File: src/rtl/rtc_bus_controller.sv
// Bus master for the external RTC's multiplexed A/D bus: nine-register write and read bursts.
// Latency: a burst starts two cycles after a request edge and lasts 36*PHASE_CYC cycles.
// Backpressure: none; requests arriving while busy are held as pending flags and merged.
module rtc_bus_controller #(
    parameter int PHASE_CYC   = 4,
    parameter int READ_PERIOD = 1_000_000
) (
    input  logic       clk,
    input  logic       reset,
    input  logic       wr_req,
    input  logic       rd_req,
    input  logic [7:0] ano,
    input  logic [7:0] mes,
    input  logic [7:0] dia,
    input  logic [7:0] horas,
    input  logic [7:0] minutos,
    input  logic [7:0] segundos,
    input  logic [7:0] ht,
    input  logic [7:0] mt,
    input  logic [7:0] st,
    output logic [7:0] anole,
    output logic [7:0] mesle,
    output logic [7:0] diale,
    output logic [7:0] horasle,
    output logic [7:0] minutosle,
    output logic [7:0] segundosle,
    output logic [7:0] htle,
    output logic [7:0] mtle,
    output logic [7:0] stle,
    output logic       listo_es,
    output logic       busy,
    output logic [7:0] ad_out,
    output logic       ad_oe,
    input  logic [7:0] ad_in,
    output logic       cs_n,
    output logic       rd_n,
    output logic       wr_n,
    output logic       ad_sel
);

    typedef enum logic [2:0] {S_IDLE, S_A_STB, S_A_REC, S_D_STB, S_D_REC} state_t;

    localparam logic [7:0]  PH_LAST  = 8'(PHASE_CYC - 1);
    localparam logic [31:0] PER_LAST = 32'(READ_PERIOD - 1);
    localparam bit          AUTO_RD  = (READ_PERIOD != 0);

    state_t      state_q, state_d;
    logic [7:0]  phase_q, phase_d;
    logic [3:0]  idx_q, idx_d;
    logic [31:0] per_q, per_d;
    logic        rd_burst_q, rd_burst_d;
    logic        wr_pend_q, wr_pend_d;
    logic        rd_pend_q, rd_pend_d;
    logic        wr_req_q;
    logic        busy_q, busy_d;
    logic        listo_q, listo_d;
    logic [7:0]  shadow_q [9];
    logic [7:0]  shadow_d [9];
    logic [7:0]  snap_q [9];
    logic [7:0]  snap_d [9];

    logic wr_rise, per_hit, ph_last, last_idx;

    // RTC register address for each transfer slot.
    function automatic logic [7:0] reg_addr(input logic [3:0] i);
        case (i)
            4'd0:    return 8'h21;
            4'd1:    return 8'h22;
            4'd2:    return 8'h23;
            4'd3:    return 8'h24;
            4'd4:    return 8'h25;
            4'd5:    return 8'h26;
            4'd6:    return 8'h41;
            4'd7:    return 8'h42;
            4'd8:    return 8'h43;
            default: return 8'h00;
        endcase
    endfunction

    assign wr_rise  = wr_req & ~wr_req_q;
    assign per_hit  = AUTO_RD && (per_q == PER_LAST);
    assign ph_last  = (phase_q == PH_LAST);
    assign last_idx = (idx_q == 4'd8);

    // Next-state logic and pad decode. The output enable is raised one cycle ahead of an
    // address strobe and dropped one cycle ahead of a read strobe, so it never moves on a falling strobe.
    always_comb begin
        state_d    = state_q;
        phase_d    = phase_q;
        idx_d      = idx_q;
        rd_burst_d = rd_burst_q;
        busy_d     = busy_q;
        listo_d    = listo_q;
        wr_pend_d  = wr_pend_q | wr_rise;
        rd_pend_d  = rd_pend_q | rd_req | per_hit;
        per_d      = (!AUTO_RD || per_hit) ? 32'd0 : per_q + 32'd1;
        shadow_d   = shadow_q;
        snap_d     = snap_q;
        cs_n       = 1'b1;
        rd_n       = 1'b1;
        wr_n       = 1'b1;
        ad_sel     = 1'b1;
        ad_oe      = 1'b0;
        ad_out     = 8'h00;

        if (state_q != S_IDLE) begin
            phase_d = ph_last ? 8'd0 : phase_q + 8'd1;
        end

        case (state_q)
            S_IDLE: begin
                if (wr_pend_q || rd_pend_q) begin
                    ad_oe  = 1'b1;
                    ad_out = reg_addr(4'd0);
                    state_d = S_A_STB;
                    idx_d   = 4'd0;
                    phase_d = 8'd0;
                    busy_d  = 1'b1;
                end
                if (wr_pend_q) begin
                    rd_burst_d  = 1'b0;
                    wr_pend_d   = wr_rise;
                    shadow_d[0] = segundos;
                    shadow_d[1] = minutos;
                    shadow_d[2] = horas;
                    shadow_d[3] = dia;
                    shadow_d[4] = mes;
                    shadow_d[5] = ano;
                    shadow_d[6] = st;
                    shadow_d[7] = mt;
                    shadow_d[8] = ht;
                end else if (rd_pend_q) begin
                    rd_burst_d = 1'b1;
                    rd_pend_d  = rd_req | per_hit;
                end
            end
            S_A_STB: begin
                cs_n   = 1'b0;
                wr_n   = 1'b0;
                ad_sel = 1'b0;
                ad_oe  = 1'b1;
                ad_out = reg_addr(idx_q);
                if (ph_last) state_d = S_A_REC;
            end
            S_A_REC: begin
                ad_sel = 1'b0;
                ad_oe  = !(rd_burst_q && ph_last);
                ad_out = reg_addr(idx_q);
                if (ph_last) state_d = S_D_STB;
            end
            S_D_STB: begin
                cs_n = 1'b0;
                if (rd_burst_q) begin
                    rd_n = 1'b0;
                end else begin
                    wr_n   = 1'b0;
                    ad_oe  = 1'b1;
                    ad_out = shadow_q[idx_q];
                end
                if (ph_last) begin
                    if (rd_burst_q) shadow_d[idx_q] = ad_in;
                    state_d = S_D_REC;
                end
            end
            S_D_REC: begin
                if (ph_last && !last_idx) begin
                    ad_oe  = 1'b1;
                    ad_out = reg_addr(idx_q + 4'd1);
                end else if (!rd_burst_q) begin
                    ad_out = shadow_q[idx_q];
                end
                if (ph_last) begin
                    if (last_idx) begin
                        state_d = S_IDLE;
                        busy_d  = 1'b0;
                        if (rd_burst_q) snap_d = shadow_q;
                        else            listo_d = 1'b1;
                    end else begin
                        idx_d   = idx_q + 4'd1;
                        state_d = S_A_STB;
                    end
                end
            end
            default: state_d = S_IDLE;
        endcase

        if (wr_rise) listo_d = 1'b0;
    end

    // FSM state register.
    always_ff @(posedge clk) begin
        if (reset) state_q <= S_IDLE;
        else       state_q <= state_d;
    end

    // Counters, request flags, shadow and snapshot registers.
    always_ff @(posedge clk) begin
        if (reset) begin
            phase_q    <= 8'd0;
            idx_q      <= 4'd0;
            per_q      <= 32'd0;
            rd_burst_q <= 1'b0;
            wr_pend_q  <= 1'b0;
            rd_pend_q  <= 1'b0;
            wr_req_q   <= 1'b0;
            busy_q     <= 1'b0;
            listo_q    <= 1'b0;
            shadow_q   <= '{default: 8'h00};
            snap_q     <= '{default: 8'h00};
        end else begin
            phase_q    <= phase_d;
            idx_q      <= idx_d;
            per_q      <= per_d;
            rd_burst_q <= rd_burst_d;
            wr_pend_q  <= wr_pend_d;
            rd_pend_q  <= rd_pend_d;
            wr_req_q   <= wr_req;
            busy_q     <= busy_d;
            listo_q    <= listo_d;
            shadow_q   <= shadow_d;
            snap_q     <= snap_d;
        end
    end

    assign busy       = busy_q;
    assign listo_es   = listo_q;
    assign segundosle = snap_q[0];
    assign minutosle  = snap_q[1];
    assign horasle    = snap_q[2];
    assign diale      = snap_q[3];
    assign mesle      = snap_q[4];
    assign anole      = snap_q[5];
    assign stle       = snap_q[6];
    assign mtle       = snap_q[7];
    assign htle       = snap_q[8];

endmodule

File: config.mk
export PLATFORM = sky130hd
export DESIGN_NAME = rtc_bus_controller
export DESIGN_NICKNAME = d
export VERILOG_FILES = /design/src/rtl/rtc_bus_controller.sv
export SDC_FILE = /design/constraint.sdc
export NUM_CORES = 1
export LEC_CHECK = 0
export BUFFER_PORTS_ARGS = -buffer_cell sky130_fd_sc_hd__buf_2
export CAP_MARGIN = 20
export CORE_ASPECT_RATIO = 1.75
export CORE_MARGIN = 1.5
export CORE_UTILIZATION = 56
export DETAILED_ROUTE_END_ITERATION = 12
export PLACE_DENSITY = 0.9
export REMOVE_ABC_BUFFERS = 1
export SLEW_MARGIN = 20
export SYNTH_ARGS = -nofsm -noshare
export SYNTH_HDL_FRONTEND = slang
export SYNTH_SLANG_ARGS = --single-unit
File: constraint.sdc
create_clock -name clk -period 3.35 [get_ports clk]
set_clock_uncertainty 0.15 [all_clocks]
set_input_delay 0.67 -clock clk [delete_from_list [all_inputs] [get_ports clk]]
set_output_delay 0.67 -clock clk [all_outputs]
set_load 0.03 [all_outputs]
* Word-level counts from Yosys, hierarchy flattened
Memory sizes are Yosys's and may differ from the RTL's. A register that Yosys moved wholly into a read port is not among the register bits.
Index checks and enable logic that the tools add are counted.
** Cells by class
- Add/subtract/negate cells :: 3
- Order comparisons :: 2
- Eq/ne operators :: 16
- Multiplexer cells :: 53
- Bitwise logic cells :: 8
- Reduce and logical (&&, ||, !) cells :: 22
** Operator list (count)
- $mux 72 :: 3
- $pmux 72 s2 :: 1
- $bwmux 72 :: 1
- $mux 8 :: 9
- $pmux 8 s5 :: 1
- $add 32x1->32 const B :: 1
- $bmux 8 s4 :: 1
- $demux 8 s4 :: 1
- $eq 32x20->1 const B :: 1
- $mux 4 :: 7
- $reduce_and 4->1 :: 5
- $mux 1 :: 18
- $ne 2x2->1 const B :: 9
- $mux 3 :: 5
- $pmux 3 s5 :: 1
- $add 8x1->8 const B :: 1
- $eq 8x2->1 const B :: 1
- $pmux 4 s2 :: 1
- $reduce_or 2->1 :: 4
- $eq 3x2->1 const B :: 2
- $mux 6 :: 1
- $reduce_bool 2->1 :: 3
- $ge 5x5->1 const B :: 1
- $lt 5x1->1 const B :: 1
- other kinds (17) :: 25
** Storage, ports and cells
- Flip-flop bits (word level) :: 197
- Memory bits (read-only) :: 240
- Output and inout port bits :: 87
- Logic and storage cells :: 135
- Memories :: 3
** Memories
- (no name shown) :: words 16, bits a word 5, read ports 1, clocked after memory_dff 1, write ports 0, RTL line 66 : case (i)
- (no name shown) :: words 16, bits a word 5, read ports 1, clocked after memory_dff 1, write ports 0, RTL line 66
- (no name shown) :: words 16, bits a word 5, read ports 1, clocked after memory_dff 0, write ports 0, RTL line 66

* Depth between registers and ports, before layout
Gate-level depths: netlist of run 1.
- Depth after elaboration :: 9
- Depth in mapped cells :: 13
- Gate-level depth less buffers :: 11

* Least setup slack after synthesis of run 1
OpenSTA, ideal clock, no wires.
- Kind :: register to output
- Start :: register idx_q[0]
- End :: output ad_out[5]
- Arrival time :: 2.460 ns
- Setup slack :: 0.070 ns
- Cell stages (with the launch flop) :: 10
- Path buffers :: 2
- Path through :: dfxtp_1 > buf_2 > clkbuf_1 > inv_1 > ha_1 > nand3b_1 > and4b_1 > and2_1 > a221oi_1 > o21ai_0
** Between the ends
- Word-level cells in the longest chain between the ends :: 7
- Elaborated cells on any way between the ends :: 12
- Classes of those cells :: add/sub (1); eq/ne (1); mux (6); bitwise (1); reduce/logical (2); memory (1)
** RTL lines
- start: declaration :: RTL line 49 : logic [3:0] idx_q, idx_d;
- start signal: assignment :: RTL line 212 : idx_q <= idx_d;
- parallel branches: the longest is 6 deep, another holds $mem_v2 16x5
- $pmux 8 s5 * :: RTL line 110 : case (state_q)
- end: declaration :: RTL line 32 : output logic [7:0] ad_out,
Every way passes the cells marked *. The select of a mux whose other input is x is not followed.

* Final worst setup path of run 1
- Start :: register phase_q[0]
- End :: output ad_out[5]
** Between the ends
- Word-level cells in the longest chain between the ends :: 4
** RTL lines
- start: declaration :: RTL line 48 : logic [7:0] phase_q, phase_d;
- start signal: assignment :: RTL line 211 : phase_q <= phase_d;
- $eq 8x2->1 :: RTL line 82 : assign ph_last = (phase_q == PH_LAST);
- $logic_and 1x1->1 :: RTL line 166 : if (ph_last && !last_idx) begin
- $mux 8 :: RTL line 166
- $pmux 8 s5 :: RTL line 110
Every way passes these cells.

==> results of run 1 <==
-- routing by layer --
layer | track usage, % | wire, um | vias to the layer above
met5 | 0 | 0 | -
met4 | 19.0 | 2110 | 0
met3 | 4.50 | 1800 | 132
met2 | 51.8 | 13700 | 410
met1 | 34.0 | 9950 | 4224
li1 | - | - | 4225
-- cells by family after synthesis --
group / count (synthesis) / share of synthesized area (%)
simple gates: 449 / 20.9
compound gates: 307 / 24.5
flops: 202 / 41.9
buf+inv: 103 / 4.99
xor+xnor: 33 / 2.99
mux: 26 / 3.74
fa+ha+maj: 8 / 1.04
-- worst paths after layout --
| check | startpoint | end | slack (ns) | cells after the start |
|---|---|---|---|---|
| worst min-delay path | rd_req | rd_pend_q$_SDFF_PP0_ | 0.24 | 3 |
| worst max-delay path | phase_q[0]$_SDFF_PP0_ | ad_out[5] | 0.06 | 7 |
| worst min register to register | segundosle[2]$_SDFFE_PP0P_ | segundosle[2]$_SDFFE_PP0P_ | 0.30 | 2 |
| worst max register to register | state_q[0]$_SDFFE_PP0P_ | shadow_q[17]$_SDFFE_PP0P_ | 0.71 | 6 |
-- cell type report --
cell class | instances | area, um^2 | area share, %
Sequential cell | 202 | 4050 | 35.9
Clock buffer | 31 | 613 | 5.44
Clock inverter | 5 | 56.3 | 0.500
Multi-Input combinational cell | 823 | 5180 | 46.0
Timing Repair Buffer | 190 | 1040 | 9.22
Tap cell | 227 | 284 | 2.52
Inverter | 12 | 45.0 | 0.400
-- cells in the final DEF, fill, tap and decap left out, types with 3 or more instances in the layout --
master,netlist,final
and2_1,5,5
or3b_1,3,3
buf_4,1,18
dfxtp_1,202,200
mux4_2,8,8
nand2_1,189,188
a211oi_1,3,3
a21oi_1,110,110
nand3_1,21,20
nor3_1,9,9
xor2_1,20,20
a22oi_1,73,73
nand3b_1,4,4
ha_1,8,5
nor2_4,8,8
clkbuf_16,0,21
nor4_1,8,8
xnor2_1,13,13
nor2b_1,10,9
a211oi_2,72,72
clkbuf_8,0,5
clkbuf_1,50,5
mux2i_1,17,17
and3_1,16,15
nor2_1,145,145
and4_1,3,3
nand4_1,13,13
o21ai_0,29,28
nand2b_1,5,5
inv_1,12,10
buf_2,13,168
-- worst max-delay path: stages (launching register included) --
cell and delay [ns]:
dfxtp_1 0.37, ha_2 0.25, nor4b_4 0.31, and4b_1 0.34, and2_1 0.20, a221oi_1 0.09
o21ai_1 0.17, buf_2 0.25
-- power groups by stage --
stage,Clock [W],Combinational [W],Sequential (W)
after detailed placement,0,0.00100,0.00275
after CTS,0.00231,0.00101,0.00270
after global routing,0.00241,0.00111,0.00272
final,0.00229,0.00102,0.00271
after global placement,0,0.000972,0.00275
after floorplan,0,0.000700,0.00270
-- stage by stage --
step | utilization (%) | total power [W] | std cells
2_1_floorplan | - | 0.00340 | 1037
3_3_place_gp | 62.0 | 0.00372 | 1449
3_5_place_dp | 62.0 | 0.00375 | 1449
4_1_cts | 66.1 | 0.00602 | 1488
5_1_grt | 66.5 | 0.00624 | 1490
6_report | 66.5 | 0.00602 | 1490
-- repair_timing --
item / CTS / global route
gates resized for setup: 4 / 15
endpoints found under the setup margin: 8 / 6
pin swaps: 1 / 0
setup buffers: 3 / 2
==> results.md, run 1 <==
* Synth top area cells: dfxtp_1 (42%), a211oi_2 (9.3%), nand2_1 (7.3%)
* Clock latency on the worst-skew pair at 0.50 ns
* Post-DP Area at 10500 um^2
* Switching part of the total at 29.0%
* #FFs+latches synth at 202
* Die X at 102 um
* Ys flop type: dfxtp_1
* GP Congestion at 0.994
* Global-route wire length before repair at 43.0 mm
* Port bufs at 170
* Via density at 6.03
* DR WL/cell at 18.5 um
* Largest reg by FF count: shadow_q
* Combinational power share at 17.0%
* Max FFs per register at 72
* Outcome: finished, final reports clean
* Cell Area, Synth at 9660 um^2
* Worst slew margin at 43.3%
* CTS clk-pin slew, worst paths at 0.06 ns
* Avg Cell Area, Syn at 8.57 um^2
* Drt drc at 0
* Biggest regs: shadow_q: 72 flops, per_q: 32 flops
* Chip height at 177 um
* Antenna Nets Post-Route at 0
* Inserted Diodes at 0
* EDFF count, synth at 0
* Final WS setup at 0.0607 ns
* Final HPWL DP at 19.3 mm
* PD cells at 534 nW/um^2
* CP Class: reg2out
* WHS at 0.237 ns
* WL final at 27.5 mm
* Final-stage net count at 1341
* Clock H-tree levels at 1
* Hold Crit Class: in2reg
* Int Pwr at 0.00427 W
* Peak VDD IR at 0.000430 V
* Part of the power in registers at 45.0%
* Register area share after synthesis at 41.9%
* Placeable Area at 16900 um^2
* CTS tree: yes
* Antenna violations before repair at 0
* Share of layout cells above drive strength 1 at 26.3%
* Clock root cell: clkbuf_16
* Top cell type's share of synthesized area at 41.9%
* Fin area at 11300 um^2
* Tcrit/Tclk final at 98.2%
* Fin crit period at 3.29 ns
* CTS Buf Count at 20
* Fmax at 0.304 GHz
* Max Slew Vio Count at 0
* Required time of the critical path at 2.53 ns
* Arrival @ worst endpoint at 2.47 ns
* Clk buf depth at 3
* Vias in the first global route at 8560
* Post-synth top area cell: dfxtp_1
* Tightest Pin Transition at 0.851 ns
* Grt ovf at 0
* Synthesis-to-finish area growth at 16.6%
* Layout fillers at 1367
* Cells after Synth at 1128
* Die area at 18100 um^2
* Iteration-0 DRC Markers at 762
* Critical path startpoint category: flop
* Length of the first detailed-routing pass in iterations at 5
* Dpl ws at 0.285 ns
* Post-CTS Hold Buffers at 0
* Endpoint class of the critical path: output port
* Setup TNS at 0 ns
* Count of final setup violators at 0
* Via count at 8991
* Yosys cell types at 57
* GRT Total Usage at 30.1%
* Initial Util at 57.0%
* # rows at 63
* Crit path max fanout at 6
* Max-cap violations at 0
* Net Sw Power at 0.00175 W
* Asr flop ratio synth at 0%
* CTS Sinks at 202
* Yosys warns at 0
* P_leak at 4.16 nW
* Largest net degree at the start of global routing at 110
* Top-count cell post-synth: dfxtp_1
* Synth top cells by count: dfxtp_1 (202), nand2_1 (189), nor2_1 (145)
* Hold Vio Cnt, Final at 0
* Clock power share at 38.1%
* I/O pins at 171
Power figures use the tool's default switching activity.
==> run 2, diff against run 1 <==
--- a/config.mk
+++ b/config.mk
@@ -7,11 +7,13 @@
 export LEC_CHECK = 0
 export BUFFER_PORTS_ARGS = -buffer_cell sky130_fd_sc_hd__buf_2
 export CAP_MARGIN = 20
+export CELL_PAD_IN_SITES_DETAIL_PLACEMENT = 1
+export CELL_PAD_IN_SITES_GLOBAL_PLACEMENT = 1
 export CORE_ASPECT_RATIO = 1.75
 export CORE_MARGIN = 1.5
-export CORE_UTILIZATION = 56
+export CORE_UTILIZATION = 42
 export DETAILED_ROUTE_END_ITERATION = 12
-export PLACE_DENSITY = 0.9
+export PLACE_DENSITY_LB_ADDON = 0.1
 export REMOVE_ABC_BUFFERS = 1
 export SLEW_MARGIN = 20
 export SYNTH_ARGS = -nofsm -noshare
==> run 2 against run 1 <==
  * First-iteration DRC count down 23%
  * Maximum frequency down 0.44%
  * Global-route usage down 3.9 points
  * Utilization down 16 points
  * Setup slack worse by 0.015 ns
==> results.md, run 2 (synthesis gave the netlist of run 1 again) <==
* Max-cap violations at 0 (unchanged)
* Placeable Area at 22700 um^2 (was 16900 um^2)
* Post-DP Area at 10700 um^2 (was 10500 um^2)
* Clk buf depth at 3 (unchanged)
* Hold Crit Class: in2reg (unchanged)
* Count of final setup violators at 0 (unchanged)
* Clock latency on the worst-skew pair at 0.51 ns (was 0.50 ns)
* Crit path max fanout at 13 (was 6)
* Reg2reg path depth at 10 (was 6)
* Max Slew Vio Count at 0 (unchanged)
* Vias in the first global route at 9061 (was 8560)
* Largest reg by FF count: shadow_q (unchanged)
* Chip height at 204 um (was 177 um)
* Hold Vio Cnt, Final at 0 (unchanged)
* Drt drc at 0 (unchanged)
* Worst Hold Depth at 3 (unchanged)
* Max FFs per register at 72 (unchanged)
* GRT Total Usage at 26.2% (was 30.1%)
* Crit path max-delay cell type: dfxtp_1 (unchanged)
* Share of layout cells above drive strength 1 at 26.7% (was 26.3%)
* P_leak at 4.20 nW (was 4.16 nW)
* CTS clk-pin slew, worst paths at 0.07 ns (was 0.06 ns)
* RSZ-0062 raised after global routing: yes
* Post-CTS Hold Buffers at 0 (unchanged)
* Worst slew margin at 50.8% (was 43.3%)
* Antenna Nets Post-Route at 0 (unchanged)
* Antenna violations before repair at 0 (unchanged)
* Inst Count DP at 1531 (was 1449)
* CP Class: reg2out (unchanged)
* Dpl ws at 0.388 ns (was 0.285 ns)
* Via density at 5.58 (was 6.03)
* Worst R2R Setup Slack at 0.62 ns (was 0.71 ns)
* Crit path top cell by count: nor2_1
* I/O pins at 171 (unchanged)
* Via count at 8739 (was 8991)
* # rows at 73 (was 63)
* Tightest Pin Transition at 0.735 ns (was 0.851 ns)
* Fin crit period at 3.30 ns (was 3.29 ns)
* Fin area at 11400 um^2 (was 11300 um^2)
* Arrival @ worst endpoint at 2.48 ns (was 2.47 ns)
* Initial Util at 42.7% (was 57.0%)
* CTS Buf Count at 20 (unchanged)
* Largest net degree at the start of global routing at 80 (was 110)
* Commonest non-fill, non-tap cell in the layout: dfxtp_1 (unchanged)
* Slowest stage delay, CP at 0.32 ns (was 0.37 ns)
* GP Congestion at 0.866 (was 0.994)
* Die X at 118 um (was 102 um)
* DR WL/cell at 20.3 um (was 18.5 um)
* Layout Cells excl Fill at 1565 (was 1490)
* Global-route wire length before repair at 49.8 mm (was 43.0 mm)
* Final WS setup at 0.0461 ns (was 0.0607 ns)
* Final HPWL DP at 22.7 mm (was 19.3 mm)
* Hold_sp: rd_req (unchanged)
* CTS tree: yes (unchanged)
* Crit path cell chain: buf_4, nand2b_1, nor2_1, a21oi_2, nor2_1, a21oi_1, o211ai_1, buf_2 (was ha_2, nor4b_4, and4b_1, and2_1, a221oi_1, o21ai_1, buf_2)
* Iteration-0 DRC Markers at 586 (was 762)
* Tcrit/Tclk final at 98.6% (was 98.2%)
* CP top delay family: simple AND/OR/NAND/NOR gates (unchanged)
* Biggest regs: shadow_q: 72 flops, per_q: 32 flops (unchanged)
* Endpoint class of the critical path: output port (unchanged)
* PD cells at 541 nW/um^2 (was 534 nW/um^2)
* Required time of the critical path at 2.53 ns (about the same)
* Peak VDD IR at 0.000398 V (was 0.000430 V)
* Grt ovf at 0 (unchanged)
* Most frequent cells in the layout: dfxtp_1 (200), nand2_1 (188), buf_2 (168) (unchanged)
* Clock root cell: clkbuf_16 (unchanged)
* Setup TNS at 0 ns (unchanged)
* Synthesis-to-finish area growth at 18.4% (was 16.6%)
* Number of cells on the critical path at 8 (was 7)
* Clock H-tree levels at 1 (unchanged)
* Length of the first detailed-routing pass in iterations at 4 (was 5)
* Final-stage net count at 1346 (was 1341)
* WL final at 31.7 mm (was 27.5 mm)
* Fin util at 50.5% (was 66.5%)
* Worst Hold End: rd_pend_q$_SDFF_PP0_ (unchanged)
* CTS Sinks at 202 (unchanged)
* Die area at 24000 um^2 (was 18100 um^2)
* Outcome: finished, final reports clean (unchanged)
* Inserted Diodes at 0 (unchanged)
* WP buf/inv at 2 (was 1)
* Worst R2R Start: state_q[2]$_SDFFE_PP0P_ (was state_q[0]$_SDFFE_PP0P_)
* Port bufs at 170 (unchanged)
* Critical path startpoint category: flop (unchanged)
* Fmax at 0.303 GHz (was 0.304 GHz)
## run 2: where the power goes
part	internal [W]	leakage, nW	total (W)	switching [W]
logic	0.000382	2.22	0.00103	0.000645
registers	0.00255	1.64	0.00271	0.000155
clock network	0.00145	0.336	0.00245	0.000997
## run 2: worst register-to-register path: cells and delay by family, from the launching register on
family                   cells  cell delay [ns]
adder cells (fa/ha/maj)      1             0.13
AND/OR/NAND/NOR              5             1.35
flip-flops                   1             0.31
AO/OA/AOI/OAI                2             0.41
buffers and inverters        2             0.28
## run 2: worst max path at each step
stage	end	from	slack [ns]
global placement	ad_out[5]	idx_q[1]$_SDFFE_PP0N_	0.42
detailed placement	ad_out[5]	idx_q[1]$_SDFFE_PP0N_	0.39
floorplan	anole[0]$_SDFFE_PP0P_	idx_q[0]$_SDFFE_PP0N_	0.005
CTS	ad_out[6]	idx_q[0]$_SDFFE_PP0N_	0.0006
global route	ad_out[5]	idx_q[0]$_SDFFE_PP0N_	-0.02
finish	ad_out[0]	idx_q[1]$_SDFFE_PP0N_	0.05
## run 2: area by class of cell
cell class              instances  area (um^2)
clock buffers                  25          539
fillers                      2760        11200
multi-input cells             823         5190
flip-flops and latches        202         4050
clock inverters                 8          158
inverters                      12         45.0
well taps                     300          375
repair buffers                195         1080
## run 2: metrics by stage
| stage | total power (W) | hold slack (ns) |
|---|---|---|
| after floorplan | 0.00340 | 0.290 |
| after global placement | 0.00376 | 0.286 |
| after detailed placement | 0.00379 | 0.292 |
| after CTS | 0.00624 | 0.226 |
| after global routing | 0.00645 | 0.252 |
| final | 0.00619 | 0.232 |
## run 2: what timing repair did
item                       4_1_cts  5_1_grt
setup buffers                    1        0
setup endpoints to repair        8        8
pin swaps                        1        0
resized for setup                7       12
## run 2: routing by layer
| metal | track usage [%] | wire length (um) | part of all wire, % |
|---|---|---|---|
| met5 | 0 | 0 | 0 |
| met4 | 10.9 | 1340 | 4.2 |
| met3 | 3.22 | 1230 | 3.9 |
| met2 | 50.3 | 17100 | 54 |
| met1 | 28.7 | 12100 | 38 |
==> run 3, diff against run 2 <==
--- a/config.mk
+++ b/config.mk
@@ -5,13 +5,14 @@
 export SDC_FILE = /design/constraint.sdc
 export NUM_CORES = 1
 export LEC_CHECK = 0
-export BUFFER_PORTS_ARGS = -buffer_cell sky130_fd_sc_hd__buf_2
+export BUFFER_PORTS_ARGS = -buffer_cell sky130_fd_sc_hd__buf_4
 export CAP_MARGIN = 20
 export CELL_PAD_IN_SITES_DETAIL_PLACEMENT = 1
 export CELL_PAD_IN_SITES_GLOBAL_PLACEMENT = 1
 export CORE_ASPECT_RATIO = 1.75
 export CORE_MARGIN = 1.5
-export CORE_UTILIZATION = 42
+export CORE_UTILIZATION = 43
+export CTS_BUF_LIST = sky130_fd_sc_hd__clkbuf_8
 export DETAILED_ROUTE_END_ITERATION = 12
 export PLACE_DENSITY_LB_ADDON = 0.1
 export REMOVE_ABC_BUFFERS = 1
==> run 3 against run 2 <==
  * Via count up 2.6%
  * Cell area up 4.6%
  * Sequential power about the same
  * Critical endpoint unchanged
  * Combinational power up 6%
  * Non-clock buffer count up 2
  * Maximum frequency up 0.82%
==> results.md, run 3 (synthesis gave the netlist of run 1 again) <==
* Outcome: finished, final reports clean (unchanged)
* Net Sw Power at 0.00187 W (was 0.00180 W)
* Inst Count DP at 1528 (was 1531)
* Placeable Area at 22100 um^2 (was 22700 um^2)
* GRT Total Usage at 28.1% (was 26.2%)
* I/O pins at 171 (unchanged)
* CTS clk-pin slew, worst paths at 0.07 ns (about the same)
* Setup TNS at 0 ns (unchanged)
* Commonest non-fill, non-tap cell in the layout: dfxtp_1 (unchanged)
* DR WL/cell at 20.8 um (was 20.3 um)
* Length of the first detailed-routing pass in iterations at 5 (was 4)
* CP Class: reg2out (unchanged)
* Endpoint class of the critical path: output port (unchanged)
* Tcrit/Tclk final at 97.8% (was 98.6%)
* Largest net degree at the start of global routing at 128 (was 80)
* WL final at 33.0 mm (was 31.7 mm)
* Via density at 5.64 (was 5.58)
* Port bufs at 170 (unchanged)
* Worst R2R Setup Slack at 0.60 ns (was 0.62 ns)
* Switching part of the total at 30.0% (was 29.0%)
* Worst Hold End: rd_pend_q$_SDFF_PP0_ (unchanged)
* Count of final setup violators at 0 (unchanged)
* Final-stage net count at 1359 (was 1346)
* Arrival @ worst endpoint at 2.46 ns (was 2.48 ns)
* Layout Cells excl Fill at 1588 (was 1565)
* Hold Crit Class: in2reg (unchanged)
* CP top delay family: simple AND/OR/NAND/NOR gates (unchanged)
* Crit path max fanout at 6 (was 13)
* Die area at 23400 um^2 (was 24000 um^2)
* P_leak at 4.35 nW (was 4.20 nW)
* Tightest Pin Transition at 0.741 ns (was 0.735 ns)
* Global-route wire length before repair at 50.9 mm (was 49.8 mm)
* Grt ovf at 0 (unchanged)
* Crit path cell chain: nor3_1, and4b_2, buf_4, o221ai_1, o211ai_1, buf_4 (was buf_4, nand2b_1, nor2_1, a21oi_2, nor2_1, a21oi_1, o211ai_1, buf_2)
* Antenna violations before repair at 0 (unchanged)
* Largest reg by FF count: shadow_q (unchanged)
* PD cells at 522 nW/um^2 (was 541 nW/um^2)
* Part of the power in registers at 43.7% (was 43.8%)
* Initial Util at 43.8% (was 42.7%)
* Max-cap violations at 0 (unchanged)
* Reg2reg path depth at 10 (unchanged)
* Clock latency on the worst-skew pair at 0.59 ns (was 0.51 ns)
* Vias in the first global route at 9207 (was 9061)
* Hold Vio Cnt, Final at 0 (unchanged)
* Clock root cell: clkbuf_8 (was clkbuf_16)
* Inserted Diodes at 0 (unchanged)
* Max FFs per register at 72 (unchanged)
* Synthesis-to-finish area growth at 23.9% (was 18.4%)
* Most frequent cells in the layout: dfxtp_1 (197), buf_4 (193), nand2_1 (188) (was dfxtp_1 (200), nand2_1 (188), buf_2 (168))
* CTS Sinks at 202 (unchanged)
* Worst R2R Start: phase_q[5]$_SDFF_PP0_ (was state_q[2]$_SDFFE_PP0P_)
* Slowest stage delay, CP at 0.49 ns (was 0.32 ns)
* WHS at 0.153 ns (was 0.232 ns)
* Fin crit period at 3.28 ns (was 3.30 ns)
* Pwr Total at 0.00624 W (was 0.00619 W)
* Share of layout cells above drive strength 1 at 28.9% (was 26.7%)
* Via count at 8963 (was 8739)
* Clock H-tree levels at 1 (unchanged)
* Antenna Nets Post-Route at 0 (unchanged)
* Peak VDD IR at 0.000323 V (was 0.000398 V)
* Max Slew Vio Count at 0 (unchanged)
* Layout fillers at 2618 (was 2760)
* RSZ-0062 raised after global routing: no (was yes)
* Clk buf depth at 3 (unchanged)
* Die X at 116 um (was 118 um)
* Clock power share at 38.8% (was 39.6%)
* Int Pwr at 0.00437 W (was 0.00439 W)
* Combinational power share at 17.5% (was 16.6%)
* Final HPWL DP at 23.6 mm (was 22.7 mm)
* Fmax at 0.305 GHz (was 0.303 GHz)
* WP buf/inv at 2 (unchanged)
* CTS tree: yes (unchanged)
* CTS Buf Count at 31 (was 20)
* GP Congestion at 0.917 (was 0.866)
* Crit path max-delay cell type: nor3_1 (was dfxtp_1)
* Drt drc at 0 (unchanged)
* Final WS setup at 0.0731 ns (was 0.0461 ns)
* Post-CTS Hold Buffers at 0 (unchanged)
* Iteration-0 DRC Markers at 507 (was 586)
* # rows at 72 (was 73)
* Dpl ws at 0.417 ns (was 0.388 ns)
* Crit path top cell by count: buf_4 (was nor2_1)
* Biggest regs: shadow_q: 72 flops, per_q: 32 flops (unchanged)
* Critical path startpoint category: flop (unchanged)
* Chip height at 201 um (was 204 um)
* Hold_sp: rd_req (unchanged)
* Worst slew margin at 50.6% (was 50.8%)
* Required time of the critical path at 2.53 ns (about the same)
* Worst Hold Depth at 3 (unchanged)
run 3: power by group through the flow:
stage	Sequential, W	Combinational (W)	Clock, W
after floorplan	0.00270	0.000700	0
after global placement	0.00278	0.00106	0
after detailed placement	0.00278	0.00109	0
after CTS	0.00272	0.00110	0.00247
after global routing	0.00274	0.00119	0.00259
final	0.00273	0.00109	0.00242
run 3: worst register-to-register path, stage by stage (launching register included):
cell and delay [ns]:
dfxtp_1 0.38, nor3_1 0.49, and4b_2 0.34, buf_4 0.12
buf_4 0.10, o21bai_1 0.10, a21oi_2 0.19, inv_1 0.06
ha_1 0.27, or3b_1 0.34, o311ai_0 0.09
run 3: final cells by class:
class                   instances  area [um^2]  area share (%)
clock inverters                18          188            1.57
multi-input cells             823         5260            43.9
well taps                     296          370            3.09
clock buffers                  40          551            4.60
inverters                      12         45.0           0.376
flip-flops and latches        202         4060            33.9
repair buffers                197         1500            12.6
run 3: layer usage:
layer	up-vias	track usage [%]	routed length, um
li1	4261	-	-
met1	4407	30.7	12200
met2	223	52.5	17900
met3	72	3.34	1370
met4	0	12.6	1470
met5	-	0	0
run 3: how the worst max path moves through the flow:
stage | startpoint | endpoint | cells past startpoint | slack [ns]
floorplan | idx_q[0]$_SDFFE_PP0N_ | anole[0]$_SDFFE_PP0P_ | 7 | 0.005
global placement | idx_q[2]$_SDFFE_PP0N_ | ad_out[5] | 7 | 0.46
detailed placement | idx_q[2]$_SDFFE_PP0N_ | ad_out[5] | 7 | 0.42
CTS | idx_q[0]$_SDFFE_PP0N_ | ad_out[5] | 8 | -0.02
global route | phase_q[1]$_SDFF_PP0_ | ad_out[2] | 7 | 0.007
finish | phase_q[5]$_SDFF_PP0_ | ad_out[0] | 6 | 0.07
run 3: repair_timing:
item / 4_1_cts / 5_1_grt
gates resized for setup: 13 / 22
buffers inserted: 0 / 2
setup endpoints to repair: 6 / 8
pin swaps: 0 / 3
run 3: through the flow:
step,area (um^2),utilization [%]
global placement,11100,50.2
global route,12000,54.2
detailed placement,11100,50.2
floorplan,9230,-
finish,12000,54.2
CTS,11900,53.8
